[src/rtl/timer_sched_pkg.sv]
// rtl/timer_sched_pkg.sv - shared constants for the centisecond timer scheduler
// Purpose: register map, scan FSM encodings and channel count for timer_sched.
// Ports: none (package).
package timer_sched_pkg;

  localparam int NUM_CH = 4;

  localparam logic [3:0] ADDR_CTRL    = 4'h0;
  localparam logic [3:0] ADDR_STATUS  = 4'h1;
  localparam logic [3:0] ADDR_IRQ_EN  = 4'h2;
  localparam logic [3:0] ADDR_CH_SEL  = 4'h3;
  localparam logic [3:0] ADDR_RELOAD_L = 4'h4;
  localparam logic [3:0] ADDR_RELOAD_H = 4'h5;
  localparam logic [3:0] ADDR_COUNT_L = 4'h6;
  localparam logic [3:0] ADDR_COUNT_H = 4'h7;
  localparam logic [3:0] ADDR_MODE    = 4'h8;

  // Bit 2 marks a scan state; bits [1:0] are then the channel being serviced.
  typedef enum logic [2:0] {
    ST_IDLE = 3'b000,
    ST_S0   = 3'b100,
    ST_S1   = 3'b101,
    ST_S2   = 3'b110,
    ST_S3   = 3'b111
  } sched_state_e;

endpackage

[src/rtl/timer_prescaler.sv]
// rtl/timer_prescaler.sv - free-running centisecond prescaler
// Purpose: counts 0..CS_DIV-1 and pulses tick_o for one cycle at the wrap.
// Ports: clk_i (clock), rst_i (async active-high reset), tick_o (1-cycle tick).
module timer_prescaler #(
  parameter int CS_DIV = 251_750
) (
  input  logic clk_i,
  input  logic rst_i,
  output logic tick_o
);

  localparam int CW = $clog2(CS_DIV);

  logic [CW-1:0] cnt_q, cnt_d;

  assign tick_o = (cnt_q == CW'(CS_DIV - 1));

  always_comb begin
    cnt_d = tick_o ? '0 : cnt_q + 1'b1;
  end

  always_ff @(posedge clk_i or posedge rst_i) begin
    if (rst_i) cnt_q <= '0;
    else       cnt_q <= cnt_d;
  end

endmodule

[src/rtl/timer_sched.sv]
// rtl/timer_sched.sv - four-channel centisecond timer scheduler (top)
// Purpose: shared prescaler, scan FSM time-multiplexing one decrementer over
//   four channel counters, status flags and maskable IRQ on the 6502 I/O bus.
// Ports: clk_i, rst_i (async active-high), R_W_n (1=read), reg_addr_i[3:0],
//   data_i[7:0], timer_cs (chip select), data_o[7:0] (registered read data),
//   irq_o (registered |(status & irq_en)).
// Option: TIMER_SCHED_PERIODIC_EN adds MODE register (0x8) and CTRL stop command.
module timer_sched
  import timer_sched_pkg::*;
#(
  parameter int CLK_FRE = 25_175_000,
  parameter int CS_DIV  = CLK_FRE / 100
) (
  input  logic       clk_i,
  input  logic       rst_i,
  input  logic       R_W_n,
  input  logic [3:0] reg_addr_i,
  input  logic [7:0] data_i,
  input  logic       timer_cs,
  output logic [7:0] data_o,
  output logic       irq_o
);

  logic tick;

  timer_prescaler #(.CS_DIV(CS_DIV)) u_prescaler (
    .clk_i  (clk_i),
    .rst_i  (rst_i),
    .tick_o (tick)
  );

  sched_state_e state_q;
  logic         tick_pend_q;

  logic [15:0]       count_q  [NUM_CH];
  logic [15:0]       count_d  [NUM_CH];
  logic [15:0]       reload_q [NUM_CH];
  logic [15:0]       reload_d [NUM_CH];
  logic [NUM_CH-1:0] status_q, status_d, running_q, running_d, irq_en_q, irq_en_d;
  logic [NUM_CH-1:0] set_v, w1c_v;
  logic [1:0]        ch_sel_q, ch_sel_d;
  logic [7:0]        shadow_q, shadow_d, data_d;
`ifdef TIMER_SCHED_PERIODIC_EN
  logic [NUM_CH-1:0] mode_q, mode_d;
`endif

  logic       wr_en, rd_en, svc_en;
  logic [1:0] svc_ch;

  assign wr_en  = timer_cs & ~R_W_n;
  assign rd_en  = timer_cs & R_W_n;
  assign svc_en = state_q[2];
  assign svc_ch = state_q[1:0];

  // Scan FSM: ticks seen mid-scan are remembered and restart the scan at S3.
  always_ff @(posedge clk_i or posedge rst_i) begin
    if (rst_i) begin
      state_q     <= ST_IDLE;
      tick_pend_q <= 1'b0;
    end else begin
      case (state_q)
        ST_IDLE: if (tick) state_q <= ST_S0;
        ST_S0, ST_S1, ST_S2: begin
          state_q     <= sched_state_e'(state_q + 3'd1);
          tick_pend_q <= tick_pend_q | tick;
        end
        ST_S3: begin
          state_q     <= (tick_pend_q | tick) ? ST_S0 : ST_IDLE;
          tick_pend_q <= 1'b0;
        end
        default: state_q <= ST_IDLE;
      endcase
    end
  end

  always_comb begin
    count_d   = count_q;
    reload_d  = reload_q;
    running_d = running_q;
    irq_en_d  = irq_en_q;
    ch_sel_d  = ch_sel_q;
    shadow_d  = shadow_q;
    set_v     = '0;
    w1c_v     = '0;
`ifdef TIMER_SCHED_PERIODIC_EN
    mode_d    = mode_q;
`endif

    // Shared decrementer for the channel in its scan slot.
    if (svc_en && running_q[svc_ch]) begin
      if (count_q[svc_ch] > 16'd1) begin
        count_d[svc_ch] = count_q[svc_ch] - 16'd1;
      end else begin
        set_v[svc_ch] = 1'b1;
`ifdef TIMER_SCHED_PERIODIC_EN
        if (mode_q[svc_ch] && (reload_q[svc_ch] != 16'd0)) begin
          count_d[svc_ch] = reload_q[svc_ch];
        end else begin
          count_d[svc_ch]   = 16'd0;
          running_d[svc_ch] = 1'b0;
        end
`else
        count_d[svc_ch]   = 16'd0;
        running_d[svc_ch] = 1'b0;
`endif
      end
    end

    // Register writes; CTRL starts come after the service so a start wins.
    if (wr_en) begin
      case (reg_addr_i)
        ADDR_CTRL: begin
          for (int n = 0; n < NUM_CH; n++) begin
            if (data_i[n]) begin
              count_d[n] = reload_q[n];
              if (reload_q[n] != 16'd0) begin
                running_d[n] = 1'b1;
              end else begin
                running_d[n] = 1'b0;
                set_v[n]     = 1'b1;
              end
            end
`ifdef TIMER_SCHED_PERIODIC_EN
            else if (data_i[7]) begin
              running_d[n] = 1'b0;
            end
`endif
          end
        end
        ADDR_STATUS:   w1c_v    = data_i[NUM_CH-1:0];
        ADDR_IRQ_EN:   irq_en_d = data_i[NUM_CH-1:0];
        ADDR_CH_SEL:   ch_sel_d = data_i[1:0];
        ADDR_RELOAD_L: reload_d[ch_sel_q][7:0]  = data_i;
        ADDR_RELOAD_H: reload_d[ch_sel_q][15:8] = data_i;
`ifdef TIMER_SCHED_PERIODIC_EN
        ADDR_MODE:     mode_d   = data_i[NUM_CH-1:0];
`endif
        default: ;
      endcase
    end

    // Latching the MSB on the LSB read keeps a two-byte read coherent.
    if (rd_en && (reg_addr_i == ADDR_COUNT_L)) shadow_d = count_q[ch_sel_q][15:8];

    status_d = (status_q & ~w1c_v) | set_v;
  end

  always_comb begin
    data_d = 8'h00;
    case (reg_addr_i)
      ADDR_CTRL:     data_d = {4'h0, running_q};
      ADDR_STATUS:   data_d = {4'h0, status_q};
      ADDR_IRQ_EN:   data_d = {4'h0, irq_en_q};
      ADDR_CH_SEL:   data_d = {6'h00, ch_sel_q};
      ADDR_RELOAD_L: data_d = reload_q[ch_sel_q][7:0];
      ADDR_RELOAD_H: data_d = reload_q[ch_sel_q][15:8];
      ADDR_COUNT_L:  data_d = count_q[ch_sel_q][7:0];
      ADDR_COUNT_H:  data_d = shadow_q;
`ifdef TIMER_SCHED_PERIODIC_EN
      ADDR_MODE:     data_d = {4'h0, mode_q};
`endif
      default:       data_d = 8'h00;
    endcase
  end

  always_ff @(posedge clk_i or posedge rst_i) begin
    if (rst_i) begin
      count_q   <= '{default: '0};
      reload_q  <= '{default: '0};
      status_q  <= '0;
      running_q <= '0;
      irq_en_q  <= '0;
      ch_sel_q  <= '0;
      shadow_q  <= '0;
      data_o    <= '0;
      irq_o     <= 1'b0;
`ifdef TIMER_SCHED_PERIODIC_EN
      mode_q    <= '0;
`endif
    end else begin
      count_q   <= count_d;
      reload_q  <= reload_d;
      status_q  <= status_d;
      running_q <= running_d;
      irq_en_q  <= irq_en_d;
      ch_sel_q  <= ch_sel_d;
      shadow_q  <= shadow_d;
      data_o    <= data_d;
      irq_o     <= |(status_q & irq_en_q);
`ifdef TIMER_SCHED_PERIODIC_EN
      mode_q    <= mode_d;
`endif
    end
  end

endmodule
[config.mk]
export PLATFORM = sky130hd
export DESIGN_NAME = timer_sched
export DESIGN_NICKNAME = d
export VERILOG_FILES = /design/src/rtl/timer_sched_pkg.sv /design/src/rtl/timer_prescaler.sv /design/src/rtl/timer_sched.sv
export SDC_FILE = /design/constraint.sdc
export NUM_CORES = 1
export LEC_CHECK = 0
export ABC_CLOCK_PERIOD_IN_PS = 7500
export CAP_MARGIN = 20
export CELL_PAD_IN_SITES_DETAIL_PLACEMENT = 1
export CELL_PAD_IN_SITES_GLOBAL_PLACEMENT = 1
export CORE_ASPECT_RATIO = 1.5
export CORE_UTILIZATION = 50
export CTS_BUF_LIST = sky130_fd_sc_hd__clkbuf_8 sky130_fd_sc_hd__clkbuf_16
export CTS_CLUSTER_SIZE = 8
export DETAILED_ROUTE_END_ITERATION = 10
export GPL_TIMING_DRIVEN = 1
export PLACE_DENSITY_LB_ADDON = 0.1
export SETUP_SLACK_MARGIN = 0.02
export SLEW_MARGIN = 40
export SYNTH_ARGS = -nofsm -noshare
export SYNTH_HDL_FRONTEND = slang
export SYNTH_SLANG_ARGS = --single-unit
[constraint.sdc]
create_clock -name clk_i -period 7.5 [get_ports clk_i]
set_clock_uncertainty 0.1 [all_clocks]
set_input_delay 1.125 -clock clk_i [delete_from_list [all_inputs] [get_ports clk_i]]
set_output_delay 1.125 -clock clk_i [all_outputs]
set_load 0.02 [all_outputs]
==> results.cfg, run 1 <==
[run_status]
outcome = completed

[clocking]
cts_hold_buf = 0
clk_pin_slew_ps = 70
insertion_delay_ps = 440
postCtsSetupBuffers = 0
h-tree-depth = 4
tritoncts = yes
cts_buffers = 17
cts_sinks = 181
root_buffer = clkbuf_16
cts_resized = 0
cts_buffer_depth = 2

[synthesis]
synth_area_sq_um = 9770
yosysTopAreaCellShare_pct = 46.4
netlist_instances = 850
syn_nets = 875
ys_async_sr_fraction_pct = 100
synth_seq_area_share_pct = 46.4
post-synth-top-area-cell = dfrtp_1
synth-edff-count = 0
synthTopCellsByArea = dfrtp_1 (46%), mux4_2 (9.9%), mux2_2 (9.6%)
synth_warnings = 0
syn_area_per_cell_sq_um = 11.5
yosysUniqueCellTypes = 57
synth_flop_cell = dfrtp_1
ys_seq_elements = 181

[sta]
finalSetupViolCount = 0
fin_setup_tns_ps = 0
worst-slew-pin-transition_ps = 821
max_freq_mhz = 253
max_slew_margin_pct = 45.1
whs_ps = 430
finalCritPeriodShare_pct = 52.8
fin_crit_ps = 3960
rsz0062_at_grt = no
finalHoldViolations = 0
slew_viol_final = 0

[setup_path]
path_class = reg2reg
timing.rr.end = count_q[44]
path_common_cell = inv_1
critPathRequiredTime_ps = 7720
start_kind = flop
r2r_cells = 10
crit_fanout = 20
crit_chain = buf_4 > mux4_2 > inv_1 > ha_1 > inv_1 > or4_1 > or3_1 > nor2_1 > mux2_2 > a221o_1
slowest_stage = mux4_2
r2r_slack_ps = 3540
slowest_delay_ps = 680
arrival_ps = 4180
rr_startpoint = state_q[0]
end_kind = flop

[floorplanning]
coreArea_sq_um = 19200
chipHeight_um = 173
dieArea_sq_um = 20100
core.rowCount = 62
die_x_um = 116
ioPinCount = 25
start_util_pct = 51.0

[global_routing]
grt_pass1_wl_um = 50000
grt_remaining_overflow = 0
grt.total_usage_pct = 34.5
antenna_found_initial = 2
grt_pass1_vias = 7979
grt_max_degree = 115

[detailed_routing]
wl_per_cell_um = 28.7
wl_um = 32100
drtPass1Iterations = 6
vias_per_cell = 6.78
route.detailed.drc = 0
vias = 7605
drt-initial-drc-count = 675
postRouteAntennaNets = 0

[pwr]
total_power_mw = 2.61
power_per_cell_area_nw_per_um2 = 242
irDropWorstVdd_v = 0.000227
seqPwrFrac_pct = 45.1
cellInternalPower_mw = 1.85
power.switching_uw = 761
swShare_pct = 29.1
p_clk_share_pct = 36.6
p_comb_share_pct = 18.3
p_leak_nw = 4.64

[final_layout]
fillCellCount = 1994
final_cell_mix = dfrtp_1 (178), mux2_2 (83), nand2_1 (70), nor2_1 (62), a21oi_1 (50)
fin_nets = 876
drive_gt1_share_pct = 21.3
syn2layout_area_growth_pct = 10.7
final_common_cell = dfrtp_1

[worst_hold_path]
hold_class = reg2reg
hp-start = u_prescaler.cnt_q[10]
min_to = u_prescaler.cnt_q[10]
whs_path_depth = 2

[placed_design]
dp_hpwl_um = 23200
numPortBuffers = 24
gp_congestion = 0.940

[run]
drv_cap = 0
[logic make-up (layout without fill, tap and decap cells)]
kind of cell	Yosys count	count (layout)	synth area share (%)
simple gates	263	263	14.0
flops	181	181	46.4
compound gates	165	165	10.2
mux	153	153	23.9
buf+inv	62	76	2.92
xor+xnor	17	17	1.52
fa+ha+maj	9	9	1.15
other cells	0	1	0
[worst max-delay path, delay by kind of cell, from the launching register on]
kind / cells / cell delay, ps
fa+ha+maj: 1 / 300
compound gates: 1 / 350
flops: 1 / 320
buf+inv: 3 / 570
mux: 2 / 1090
simple gates: 3 / 1100
[cell usage after synthesis (4+ instances only)]
cell type  instances
inv_1              8
a21o_1            13
nand2_1           70
nor2_1            62
buf_1              7
mux2_2            83
and3_1            18
mux4_1            10
a221o_1            4
nand3_1           19
clkbuf_1          33
o21ai_0           45
and2_0             4
xor2_1             8
nor2b_1            7
nor3_1            14
nor4_1            21
a21oi_1           50
nand4_1            7
mux4_2            43
o21ai_1           18
xnor2_1            9
or4_1              6
ha_1               9
a221oi_1          11
mux2i_1           17
dfrtp_1          181
buf_2              8
o31ai_1            7
or3_1              8
[power groups by stage]
stage	Combinational (mW)	Clock, mW	Sequential (mW)
2_1_floorplan	0.329	0	1.15
3_3_place_gp	0.458	0	1.19
3_5_place_dp	0.471	0	1.19
4_1_cts	0.474	0.976	1.17
5_1_grt	0.511	1.01	1.19
6_report	0.477	0.957	1.18
[area by class of cell]
type                            count  area (sq um)  share of cell area (%)
Multi-Input combinational cell    607          4960                    45.8
Sequential cell                   181          4530                    41.9
Clock buffer                       18           439                    4.06
Timing Repair Buffer               35           330                    3.05
Tap cell                          256           320                    2.96
Clock inverter                     14           185                    1.71
Inverter                            9          46.3                   0.428
Antenna cell                        1          2.50                  0.0231
[state kept, by name, indices dropped and copies added, names as in the netlist, 3 cells and up]
signal,cells
u_prescaler.cnt_q,18
count_q,64
shadow_q,8
state_q,3
data_o,8
reload_q,64
irq_en_q,4
running_q,4
status_q,4
[worst max-delay path by stage]
stage	slack [ps]	to	start
6_report	3540	count_q[44]	state_q[0]
5_1_grt	3360	count_q[44]	reg_addr_i[2]
4_1_cts	3570	count_q[3]	state_q[0]
3_5_place_dp	3150	count_q[60]	reg_addr_i[2]
3_3_place_gp	3330	count_q[19]	state_q[1]
2_1_floorplan	1360	ch_sel_q[0]	rst_i
[metrics by stage]
step                      instances  cell area (sq um)  worst slack (ps)  utilization [%]
final                          1121              10800              3540             56.4
after global routing           1121              10800              3360             56.4
after CTS                      1120              10800              3570             56.4
after floorplan                 850               9770              1360                -
after detailed placement       1088              10200              3150             53.1
after global placement         1087              10200              3330             53.0
[routing by layer]
metal	track usage (%)	vias up	wire length, um
met4	16.9	2	1650
met1	44.8	3896	11900
met3	6.59	101	2450
met2	55.1	409	16100
li1	-	3197	-
met5	0	-	12
No activity file was read; power rests on OpenSTA's default activity.
==> run 2, diff against run 1 <==
- ABC_CLOCK_PERIOD_IN_PS: 7500 -> 3640
- CORE_UTILIZATION: 50 -> 46
- clock period: 7.5 -> 3.64 ns (I/O delays scaled with it)
==> run 2 against run 1 <==
Utilization down 2.4 points. Critical path depth down 1. Non-clock buffer count up 38. Global-route usage down 0.52 points. Sequential share of layout area down 1.2 points. Combinational power up 100%. First-iteration DRC count up 9.3%. Clock power up 110%. Setup slack worse by 3400 ps. Register-to-register slack worse by 3400 ps. Largest cell class unchanged.
==> results.cfg, run 2 (synthesis gave the netlist of run 1 again) <==
[setup_path]
arrival_ps = 3710
path_class = reg2reg
path_buf_inv = 2
r2r_slack_ps = 150
end_kind = flop
slowest_delay_ps = 620
slowest_stage = or4_1
r2r_cells = 9
crit_family = simple AND/OR/NAND/NOR gates
crit_cells = 9
start_kind = flop
crit_chain = mux4_2 > inv_1 > ha_1 > inv_1 > or4_1 > or3_1 > nor2_1 > mux2_2 > a221o_1
path_common_cell = inv_1
crit_fanout = 4
critPathRequiredTime_ps = 3860

[global_routing]
grt_remaining_overflow = 0
grt_pass1_wl_um = 53700
grt_pass1_vias = 8496
grt_max_degree = 127
antenna_found_initial = 0
grt.total_usage_pct = 34.0

[sta]
finalSetupViolCount = 0
fin_setup_tns_ps = 0
max_slew_margin_pct = 45.9
rsz0062_at_grt = no
finalHoldViolations = 0
fin_crit_ps = 3490
slew_viol_final = 0
max_freq_mhz = 286
finalCritPeriodShare_pct = 95.9
worst-slew-pin-transition_ps = 804
setup_ws_ps = 148

[final_layout]
final_common_cell = dfrtp_1
reg_top3 = count_q (64), reload_q (64), u_prescaler.cnt_q (18)
post-route-util_pct = 54.0
fillCellCount = 2161
syn2layout_area_growth_pct = 13.8
diodes = 0
fin_nets = 914
drive_gt1_share_pct = 24.8
final_cell_mix = dfrtp_1 (178), mux2_2 (83), nand2_1 (70), nor2_1 (62), a21oi_1 (50)

[floorplanning]
coreArea_sq_um = 20600
core.rowCount = 64
chipHeight_um = 180
start_util_pct = 47.5
dieArea_sq_um = 21800
die_x_um = 121
ioPinCount = 25

[pwr]
irDropWorstVdd_v = 0.000365
total_power_mw = 5.43
p_leak_nw = 4.81
power_per_cell_area_nw_per_um2 = 488

[run]
drv_cap = 0

[clocking]
cts_buffer_depth = 2
cts_hold_buf = 0
cts_buffers = 17
root_buffer = clkbuf_16
clk_pin_slew_ps = 70
cts_sinks = 181
tritoncts = yes
insertion_delay_ps = 440
h-tree-depth = 4

[worst_hold_path]
whs_path_depth = 2
hold_class = reg2reg

[placed_design]
numPortBuffers = 24
dp_hpwl_um = 25500
dp_slack_ps = 109
gp_congestion = 0.969

[detailed_routing]
vias = 7935
wl_per_cell_um = 29.9
route.detailed.drc = 0
wl_um = 34900
drt-initial-drc-count = 738
postRouteAntennaNets = 0
drtPass1Iterations = 5
vias_per_cell = 6.81

[run_status]
outcome = completed
==> run 2: final timing paths <==
path	startpoint	end
worst min-delay path	tick_pend_q	tick_pend_q
worst max-delay path	state_q[0]	count_q[60]
worst max register to register	state_q[0]	count_q[60]
worst min register to register	tick_pend_q	tick_pend_q
max in group asynchronous	rst_i	state_q[0]
min in group asynchronous	rst_i	count_q[58]
==> run 2: routing by layer <==
metal	track usage, %	part of all wire (%)
met5	0	0
met4	18.8	5.7
met3	5.60	7.0
met2	56.8	51
met1	41.5	36
==> run 2: timing repair <==
item                                    4_1_cts  5_1_grt
hold endpoints to repair                      0        0
endpoints found under the setup margin        0       10
buffers inserted                              0        3
gates resized for setup                       0        3
==> run 2: final cells by class <==
type | count | area, sq um | area share (%)
Timing Repair Buffer | 73 | 641 | 5.76
Clock inverter | 13 | 169 | 1.52
Multi-Input combinational cell | 607 | 4960 | 44.6
Sequential cell | 181 | 4530 | 40.8
Clock buffer | 19 | 453 | 4.07
Inverter | 9 | 37.5 | 0.338
Tap cell | 264 | 330 | 2.97
==> run 2: where the power goes <==
part | internal [mW] | total, mW | switching, mW | leakage [nW]
sequential | 2.21 | 2.49 | 0.278 | 2.35
clock | 1.13 | 1.98 | 0.853 | 0.293
combinational | 0.469 | 0.966 | 0.496 | 2.17
==> run 2: per-stage QoR <==
step / hold WS [ps] / instance area (sq um) / std cells
global placement: 383 / 10500 / 1131
floorplan: 359 / 9770 / 850
detailed placement: 405 / 10500 / 1131
CTS: 418 / 11100 / 1163
finish: 412 / 11100 / 1166
global route: 459 / 11100 / 1166
==> run 2: tightest hold or removal path, delay by kind of cell, from the launching register on <==
kind            cells  cell delay (ps)
flops               1              340
simple gates        1               80
compound gates      1               40
==> run 3, diff against run 2 <==
--- a/config.mk
+++ b/config.mk
@@ -18,2 +18,3 @@
 export PLACE_DENSITY_LB_ADDON = 0.1
+export RECOVER_POWER = 25
 export SETUP_SLACK_MARGIN = 0.02
==> constraint.sdc (replaced) <==
create_clock -name clk_i -period 3.64 [get_ports clk_i]
set_clock_uncertainty 0.1 [all_clocks]
set_input_delay 0.728 -clock clk_i [delete_from_list [all_inputs] [get_ports clk_i]]
set_output_delay 0.728 -clock clk_i [all_outputs]
set_load 0.02 [all_outputs]
==> run 3 against run 2 <==
The flow now finishes with violations (max-capacitance violations, max-slew violations). Register-to-register slack barely moved. Critical path depth did not move. Final area barely moved. Setup slack got worse by 1.6 ps. Sequential power barely moved. Non-clock buffer count did not move. Die area did not move. Worst hold slack improved by 17 ps. Largest cell class unchanged.
==> results.cfg, run 3 (synthesis gave the netlist of run 1 again) <==
[sta]
worst-slew-pin-transition_ps = 1660
finalHoldViolations = 0
max_slew_margin_pct = -10.5
fin_setup_tns_ps = 0
slew_viol_final = 62
finalCritPeriodShare_pct = 96.0
max_freq_mhz = 286
finalSetupViolCount = 0
fin_crit_ps = 3490
rsz0062_at_grt = no
setup_ws_ps = 146
whs_ps = 429

[clocking]
root_buffer = clkbuf_16
cts_buffer_depth = 2
clk_pin_slew_ps = 70
insertion_delay_ps = 450
h-tree-depth = 4
tritoncts = yes
cts_buffers = 17
cts_sinks = 181
postCtsSetupBuffers = 0
cts_resized = 0
cts_hold_buf = 0

[final_layout]
final_common_cell = dfrtp_1
fin_nets = 914
fillCellCount = 2132
syn2layout_area_growth_pct = 13.8
diodes = 0
reg_top3 = count_q (64), reload_q (64), u_prescaler.cnt_q (18)
final_cells = 1166
fin_area_sq_um = 11100
multi_input_area_sq_um = 4960
drive_gt1_share_pct = 24.6
final_cell_mix = dfrtp_1 (179), mux2_2 (83), nand2_1 (70), nor2_1 (62), a21oi_1 (50)
seqCellArea_sq_um = 4530

[detailed_routing]
vias_per_cell = 6.75
wl_per_cell_um = 29.8
drt-initial-drc-count = 543
wl_um = 34800
drtPass1Iterations = 5
vias = 7868
postRouteAntennaNets = 0
route.detailed.drc = 0

[global_routing]
grt_remaining_overflow = 0
globalRoute.busiestLayer = met2
grt_use_met3_pct = 5.54
antenna_found_initial = 1
grt_pass1_wl_um = 53100
grt.total_usage_pct = 33.8
grt_max_degree = 65
met2_usage_pct = 55.8
grt_pass1_vias = 8458
met1_usage_pct = 41.0

[setup_path]
path_common_cell = inv_1
slowest_stage = or4_1
path_buf_inv = 2
path_class = reg2reg
slowest_delay_ps = 590
critPathRequiredTime_ps = 3870
crit_family = simple AND/OR/NAND/NOR gates
crit_chain = mux4_2 > inv_1 > ha_1 > inv_1 > or4_1 > or3_1 > nor2_1 > mux2_2 > a221o_1
start_kind = flop
end_kind = flop
crit_fanout = 4
arrival_ps = 3720

[floorplanning]
ioPinCount = 25
start_util_pct = 47.5
chipHeight_um = 180
core.rowCount = 64
coreArea_sq_um = 20600
die_x_um = 121
dieArea_sq_um = 21800

[placed_design]
dp_hpwl_um = 25400
place_area_sq_um = 10500
numPortBuffers = 24
dpl.cell_count = 1134
dp_slack_ps = 180
gp_congestion = 0.936

[worst_hold_path]
hold_class = reg2reg

[run_status]
outcome = finished, violations left
violations = max-capacitance violations, max-slew violations

[run]
drv_cap = 1

[pwr]
p_leak_nw = 4.83
irDropWorstVdd_v = 0.000337
power_per_cell_area_nw_per_um2 = 492
run 3: changes by cell type in the layout (fill, tap and decap cells not counted), sizes merged:
| cell | change |
|---|---|
| clkdlybuf4s50 | -1 |
| clkinv | +1 |
| clkbuf | +2 |
| inv | -1 |
| bufinv | +1 |
| dlygate4sd3 | +1 |
| clkinvlp | -1 |
| buf | -2 |
run 3: final cells by class:
class / instances / share of cell area (%)
clock buffers: 19 / 4.07
clock inverters: 13 / 1.61
well taps: 264 / 2.97
multi-input cells: 607 / 44.6
flip-flops and latches: 181 / 40.8
repair buffers: 73 / 5.65
inverters: 9 / 0.315
run 3: final timing paths:
path | depth (start not counted) | end | slack (ps) | from
max | 9 | count_q[12] | 150 | state_q[0]
max in group asynchronous | 3 | u_prescaler.cnt_q[4] | 670 | rst_i
min in group asynchronous | 2 | count_q[15] | 740 | rst_i
min | 1 | shadow_q[0] | 430 | shadow_q[0]
min reg2reg | 1 | shadow_q[0] | 430 | shadow_q[0]
max reg2reg | 9 | count_q[12] | 150 | state_q[0]
run 3: per-stage QoR:
stage,utilization (%),power [mW]
after floorplan,-,3.04
after global placement,51.1,3.40
after detailed placement,51.1,3.46
after CTS,54.2,5.47
after global routing,54.0,5.63
final,54.0,5.46
run 3: where the power goes:
part | switching, mW | leakage, nW | internal (mW)
logic | 0.476 | 2.17 | 0.465
clock network | 0.838 | 0.307 | 1.18
registers | 0.292 | 2.35 | 2.21
total | 1.61 | 4.83 | 3.86
run 3: metal layers:
metal / part of all wire, % / up-vias
li1: - / 3265
met1: 37 / 4112
met2: 50 / 370
met3: 6.5 / 121
met4: 6.2 / 0
met5: 0 / -
